### src/rtl/eth_fcs_framer.sv
// eth_fcs_framer: turns the byte_data stream into a GMII transmit stream.
// Pads short frames, appends the CRC-32 FCS and holds off byte_data for the inter-frame gap.
//
// state | meaning
// ------+---------------------------------------------------------------
// IDLE  | waiting for in_valid; first accepted byte starts the preamble
// PRE   | passing preamble/SFD through untouched, no CRC, no length
// BODY  | passing header/payload, CRC and length updated per byte
// PAD   | inserting 0x00 bytes until the minimum body length is reached
// FCS   | emitting the inverted CRC, least significant byte first
// IFG   | forced idle on the line; byte_data held off
module eth_fcs_framer #(
   parameter int PREAMBLE_BYTES  = 8,
   parameter int MIN_FRAME_BYTES = 60,
   parameter int IFG_BYTES       = 12
) (
   input  logic        clk125MHz,
   input  logic        rst,
   input  logic [7:0]  in_data,
   input  logic        in_valid,
   output logic        advance,
   output logic [7:0]  txd,
   output logic        tx_en,
   output logic        tx_er,
   output logic        frame_done,
   output logic [10:0] body_len
);

   typedef enum logic [2:0] {S_IDLE, S_PRE, S_BODY, S_PAD, S_FCS, S_IFG} state_t;

   localparam logic [7:0]  LP_PRE      = 8'(PREAMBLE_BYTES);
   localparam logic [10:0] LP_MIN      = 11'(MIN_FRAME_BYTES);
   localparam logic [7:0]  LP_IFG_LAST = 8'(IFG_BYTES - 1);

   state_t      r_state, w_state_nxt;
   logic [7:0]  r_pre_cnt;
   logic [10:0] r_len;
   logic [1:0]  r_fcs_cnt;
   logic [7:0]  r_ifg_cnt;
   logic [31:0] r_crc;
   logic [7:0]  r_txd;
   logic        r_tx_en, r_tx_er, r_done;
   logic [10:0] r_body_len;

   logic [7:0]  w_txd_d, w_crc_data, w_fcs_byte;
   logic        w_tx_en_d, w_tx_er_d, w_done_d;
   logic        w_crc_en, w_len_en, w_pre_inc, w_fcs_emit, w_clr;
   logic [10:0] w_len_inc;
   logic        w_pad_last;
   logic [31:0] w_crc_inv;

   // Reflected CRC-32 (0xEDB88320), one byte per call, LSB first.
   function automatic logic [31:0] crc32_byte(input logic [31:0] c_in, input logic [7:0] d);
      logic [31:0] c;
      c = c_in ^ {24'd0, d};
      for (int i = 0; i < 8; i++)
         c = c[0] ? ((c >> 1) ^ 32'hEDB8_8320) : (c >> 1);
      return c;
   endfunction

   assign w_len_inc  = (r_len == 11'h7FF) ? r_len : r_len + 11'd1;
   assign w_pad_last = (w_len_inc >= LP_MIN);
   assign w_crc_inv  = ~r_crc;
   assign w_clr      = (r_state != S_IDLE) && (w_state_nxt == S_IDLE);

   // byte_data may only move while a frame is being accepted
   assign advance    = (r_state == S_IDLE) || (r_state == S_PRE) || (r_state == S_BODY);
   assign txd        = r_txd;
   assign tx_en      = r_tx_en;
   assign tx_er      = r_tx_er;
   assign frame_done = r_done;
   assign body_len   = r_body_len;

   // FCS byte currently due on the line
   always_comb begin
      case (r_fcs_cnt)
         2'd0:    w_fcs_byte = w_crc_inv[7:0];
         2'd1:    w_fcs_byte = w_crc_inv[15:8];
         2'd2:    w_fcs_byte = w_crc_inv[23:16];
         default: w_fcs_byte = w_crc_inv[31:24];
      endcase
   end

   // State register
   always_ff @(posedge clk125MHz or negedge rst) begin
      if (!rst) r_state <= S_IDLE;
      else      r_state <= w_state_nxt;
   end

   // Next-state logic; the end-of-body cycle already emits the first pad or FCS byte so tx_en never gaps
   always_comb begin
      w_state_nxt = r_state;
      case (r_state)
         S_IDLE: if (in_valid) w_state_nxt = (LP_PRE <= 8'd1) ? S_BODY : S_PRE;
         S_PRE: begin
            if (!in_valid)                        w_state_nxt = S_IFG;
            else if (r_pre_cnt + 8'd1 >= LP_PRE)  w_state_nxt = S_BODY;
         end
         S_BODY: begin
            if (!in_valid)
               w_state_nxt = (r_len < LP_MIN && !w_pad_last) ? S_PAD : S_FCS;
         end
         S_PAD:   if (w_pad_last) w_state_nxt = S_FCS;
         S_FCS:   if (r_fcs_cnt == 2'd3) w_state_nxt = (IFG_BYTES == 0) ? S_IDLE : S_IFG;
         S_IFG:   if (r_ifg_cnt == LP_IFG_LAST) w_state_nxt = S_IDLE;
         default: w_state_nxt = S_IDLE;
      endcase
   end

   // Output and datapath control decode
   always_comb begin
      w_txd_d    = 8'h00;
      w_tx_en_d  = 1'b0;
      w_tx_er_d  = 1'b0;
      w_done_d   = 1'b0;
      w_crc_en   = 1'b0;
      w_crc_data = 8'h00;
      w_len_en   = 1'b0;
      w_pre_inc  = 1'b0;
      w_fcs_emit = 1'b0;
      case (r_state)
         S_IDLE, S_PRE: begin
            if (in_valid) begin
               w_txd_d   = in_data;
               w_tx_en_d = 1'b1;
               w_pre_inc = 1'b1;
            end else if (r_state == S_PRE) begin
               w_tx_er_d = 1'b1;
            end
         end
         S_BODY: begin
            if (in_valid) begin
               w_txd_d    = in_data;
               w_tx_en_d  = 1'b1;
               w_crc_en   = 1'b1;
               w_crc_data = in_data;
               w_len_en   = 1'b1;
            end else if (r_len < LP_MIN) begin
               w_tx_en_d = 1'b1;
               w_crc_en  = 1'b1;
               w_len_en  = 1'b1;
            end else begin
               w_fcs_emit = 1'b1;
            end
         end
         S_PAD: begin
            w_tx_en_d = 1'b1;
            w_crc_en  = 1'b1;
            w_len_en  = 1'b1;
         end
         S_FCS:   w_fcs_emit = 1'b1;
         default: ;
      endcase
      if (w_fcs_emit) begin
         w_txd_d   = w_fcs_byte;
         w_tx_en_d = 1'b1;
         w_done_d  = (r_fcs_cnt == 2'd3);
      end
   end

   // Registered outputs, CRC and counters; everything clears on the return to IDLE
   always_ff @(posedge clk125MHz or negedge rst) begin
      if (!rst) begin
         r_txd      <= 8'h00;
         r_tx_en    <= 1'b0;
         r_tx_er    <= 1'b0;
         r_done     <= 1'b0;
         r_body_len <= 11'd0;
         r_crc      <= 32'hFFFF_FFFF;
         r_len      <= 11'd0;
         r_pre_cnt  <= 8'd0;
         r_fcs_cnt  <= 2'd0;
         r_ifg_cnt  <= 8'd0;
      end else begin
         r_txd   <= w_txd_d;
         r_tx_en <= w_tx_en_d;
         r_tx_er <= w_tx_er_d;
         r_done  <= w_done_d;
         if (w_fcs_emit && r_fcs_cnt == 2'd0) r_body_len <= r_len;
         if (w_clr) begin
            r_crc     <= 32'hFFFF_FFFF;
            r_len     <= 11'd0;
            r_pre_cnt <= 8'd0;
            r_fcs_cnt <= 2'd0;
            r_ifg_cnt <= 8'd0;
         end else begin
            if (w_crc_en)            r_crc     <= crc32_byte(r_crc, w_crc_data);
            if (w_len_en)            r_len     <= w_len_inc;
            if (w_pre_inc)           r_pre_cnt <= r_pre_cnt + 8'd1;
            if (w_fcs_emit)          r_fcs_cnt <= r_fcs_cnt + 2'd1;
            if (r_state == S_IFG)    r_ifg_cnt <= r_ifg_cnt + 8'd1;
         end
      end
   end

endmodule
### config.mk
export PLATFORM = sky130hd
export DESIGN_NAME = eth_fcs_framer
export DESIGN_NICKNAME = d
export VERILOG_FILES = /design/src/rtl/eth_fcs_framer.sv
export SDC_FILE = /design/constraint.sdc
export NUM_CORES = 1
export LEC_CHECK = 0
export BUFFER_PORTS_ARGS = -buffer_cell sky130_fd_sc_hd__buf_2
export CAP_MARGIN = 30
export CORE_AREA = 5 5 97 99
export DETAILED_ROUTE_END_ITERATION = 8
export DIE_AREA = 0 0 102 104
export PLACE_DENSITY_LB_ADDON = 0.12
export SETUP_SLACK_MARGIN = 0.15
export SLEW_MARGIN = 10
export SYNTH_ARGS = -nofsm -noshare
export SYNTH_HDL_FRONTEND = slang
export SYNTH_SLANG_ARGS = --single-unit
export TNS_END_PERCENT = 20
### constraint.sdc
create_clock -name clk125MHz -period 3.4 [get_ports clk125MHz]
set_clock_uncertainty 0.2 [all_clocks]
set_input_delay 0.17 -clock clk125MHz [delete_from_list [all_inputs] [get_ports clk125MHz]]
set_output_delay 0.17 -clock clk125MHz [all_outputs]
set_load 0.1 [all_outputs]
==> run_results.csv <==
group,metric,value,unit
place,place.gp.congestion,0.846,
cts,cts_buffers,9,
floorplanning,num_rows,34,
global_route,grt_pass1_vias,3723,
yosys,synth_common_cells,"nand2_1, dfrtp_1, xnor2_1, xor2_1, nor2_1",
timing,setup_tns,0,ns
timing,finalHoldWorstSlack,0.109,ns
cts,clkTransAtPathRegs,0.09,ns
cts,clockBufferDepth,2,
yosys,yosysSeqAreaShare,43.8,%
critical_path,path_class,"flop to flop",
floorplanning,core_area,0.00847,mm2
cts,cts-htree-levels,3,
power_and_ir_drop,p_leak,2.47,nW
timing,hold_viol,0,
place,dp_hpwl,7540,um
floorplanning,ios,34,
route,drc,0,
route,drt_wl_total,11100,um
floorplanning,die_width,102,um
critical_path,path_cells,"nor3b_4 > nand3_1 > xor2_1 > xor2_1 > xnor2_1 > xnor2_1 > a211o_1",
finish,fin_cells,654,
power_and_ir_drop,ir_drop,0.000349,V
yosys,synth-main-ff-cell,"dfrtp_1",
timing,rsz0062_at_grt,"true",
yosys,synth_area_leader_cell,"dfrtp_1",
finish,finalNetCount,560,
route,dr.pass1.iters,5,
timing,worst_pin_slew,0.756,ns
floorplanning,fp.dieH,104,um
yosys,postSynth.asyncResetShare,100,%
critical_path,cp_max_fo,11,
yosys,synth.area.top_cells,"dfrtp_1, dfstp_2, xnor2_1",
cts,clock_sinks,86,
cts,clk_latency,0.36,ns
cts,tritoncts,"yes",
global_route,grt_pass1_wl,18900,um
global_route,grtUsageTotal,22.1,%
yosys,ys_warn_count,0,
yosys,synthesis.nets,532,
global_route,grt_max_degree,51,
place,io_buffers,33,
power_and_ir_drop,power_switching,1.29,mW
yosys,synth-seq-cells,86,
route,vias,3874,
critical_path,worstPathRequired,3.49,ns
cts,cts.root.buffer_cell,"clkbuf_8",
timing,finalSetupViolations,0,
yosys,ys_types,57,
power_and_ir_drop,p_comb_share,36.4,%
yosys,yosysMostFrequentCell,"nand2_1",
critical_path,arrival,3.14,ns
power_and_ir_drop,power_switching_share,42.7,%
job,maxCapViolCount,0,
power_and_ir_drop,clockPowerShare,23.7,%
route,wl_per_cell,17.0,um
critical_path,cp-end-kind,"flop",
place,dp.cells,628,
power_and_ir_drop,p_seq_share,39.9,%
route,first_iter_violations,222,
critical_path,cpMaxStageDelayCell,"dfrtp_1",
timing,relSlewSlack,49.6,%
timing,slew_viol_final,0,
finish,utilization,65.3,%
yosys,syn_area,0.00500,mm2
timing,fin_crit,3.05,ns
yosys,synth_top_area_share,27.0,%
yosys,postSynthCellCount,513,
run_status,status,"complete, no violations",
route,vias_per_cell,5.92,
power_and_ir_drop,total_power,3.03,mW
global_route,grt_overflow_total,0,
yosys,synth_edf_count,0,
critical_path,cpPeakStageDelay,0.54,ns
floorplanning,dieArea,0.0106,mm2
timing,finalCritPeriodShare,89.7,%
worst_hold_path,hp-class,"input pin to asynchronous set/reset pin",
finish,num_antenna_cells,0,
finish,drive_gt1_share,20.9,%
route,ant_nets,0,
timing,fmax,328,MHz
finish,area_growth_syn_to_layout,10.5,%
floorplanning,initial_core_util,59.1,%
critical_path,start_kind,"flop",
global_route,antenna_found_initial,0,
power_and_ir_drop,power.density,548,mW/mm2
yosys,avgSynthCellArea,9.76,um2
power_and_ir_drop,intPower,1.74,mW
-- critical path, delay by kind of cell (launching register included) --
| family | cells | cell delay [ns] |
|---|---|---|
| AO/OA/AOI/OAI | 1 | 0.31 |
| AND/OR/NAND/NOR | 2 | 0.62 |
| flip-flops | 1 | 0.54 |
| XOR/XNOR | 4 | 1.30 |
-- final timing paths --
check | from | endpoint | slack [ns] | cells after the start
max | r_state[0]$_DFF_PN0_ | r_crc[17]$_DFFE_PN1P_ | 0.35 | 7
max in group asynchronous | rst | r_crc[27]$_DFFE_PN1P_ | 2.21 | 3
min in group clk125MHz | in_valid | txd[7]$_DFF_PN0_ | 0.11 | 3
min reg2reg | body_len[1]$_DFFE_PN0P_ | body_len[1]$_DFFE_PN0P_ | 0.31 | 1
max reg2reg | r_state[0]$_DFF_PN0_ | r_crc[17]$_DFFE_PN1P_ | 0.35 | 7
min | rst | r_pre_cnt[4]$_DFFE_PN0P_ | 0.11 | 2
-- state kept, by name, summed over array words and instances (netlist names), 2 cells and up --
name and cells:
r_ifg_cnt 8, r_len 11, r_crc 32, r_fcs_cnt 2
r_pre_cnt 8, r_state 3, txd 8, body_len 11
-- what timing repair did --
| item | 4_1_cts | 5_1_grt |
|---|---|---|
| hold buffers | 9 | 0 |
| setup buffers | 0 | 0 |
| setup endpoints to repair | 0 | 3 |
| resized for setup | 0 | 1 |
| hold endpoints to repair | 58 | 0 |
-- power groups by stage --
| stage | Combinational, mW | Clock [mW] | Sequential (mW) |
|---|---|---|---|
| CTS | 1.10 | 0.727 | 1.21 |
| floorplan | 0.677 | 0 | 1.39 |
| detailed placement | 1.09 | 0 | 1.23 |
| finish | 1.10 | 0.719 | 1.21 |
| global route | 1.20 | 0.770 | 1.22 |
| global placement | 1.07 | 0 | 1.23 |
-- cell families after synthesis --
family,share of synthesized area [%]
AO/OA/AOI/OAI,12.3
XOR/XNOR,15.6
adder cells (fa/ha/maj),2.00
buffers and inverters,3.80
flip-flops,43.8
multiplexers,3.70
AND/OR/NAND/NOR,18.8
-- final cells by class --
cell class	instances	area, um2
fillers	690	2940
well taps	108	135
inverters	7	26.3
clock inverters	4	50.0
clock buffers	12	135
repair buffers	52	353
multi-input cells	385	2640
flip-flops and latches	86	2190
-- metrics by stage --
| stage | setup WS (ns) | area (um2) |
|---|---|---|
| 2_1_floorplan | 0.479 | 5000 |
| 4_1_cts | 0.367 | 5520 |
| 6_report | 0.351 | 5530 |
| 3_3_place_gp | 0.412 | 5220 |
| 5_1_grt | 0.146 | 5530 |
| 3_5_place_dp | 0.399 | 5250 |
-- layout by cell type, fill, tap and decap left out, types with 2 or more instances in the layout --
master,n
nand3_1,31
dfstp_2,32
nand2b_1,9
a31oi_1,2
xnor2_2,2
and2_1,2
nand4_1,9
nor3b_1,2
a21oi_1,9
nor2b_1,3
mux2i_1,5
buf_2,32
nor3_1,9
o21ai_0,17
dlygate4sd3_1,9
and3_1,6
nor4_1,2
xor2_2,3
buf_4,10
inv_1,6
o211ai_1,31
and4_1,6
nand2_1,61
or2_2,2
o221ai_1,7
a21o_1,3
dfrtp_1,54
clkinvlp_4,2
ha_1,7
nand4b_1,4
xnor2_1,40
or3_1,3
xor2_1,40
nor2_1,35
clkbuf_8,9
clkbuf_1,3
o2111ai_1,2
mux2_2,12
-- metal layers --
| layer | share of wire, % | vias up | track usage (%) |
|---|---|---|---|
| li1 | - | 1849 | - |
| met1 | 49 | 1894 | 34.4 |
| met2 | 44 | 114 | 30.8 |
| met3 | 6.0 | 17 | 4.49 |
| met4 | 1.6 | 0 | 6.47 |
| met5 | 0 | - | 0 |
Power figures use the tool's default switching activity.
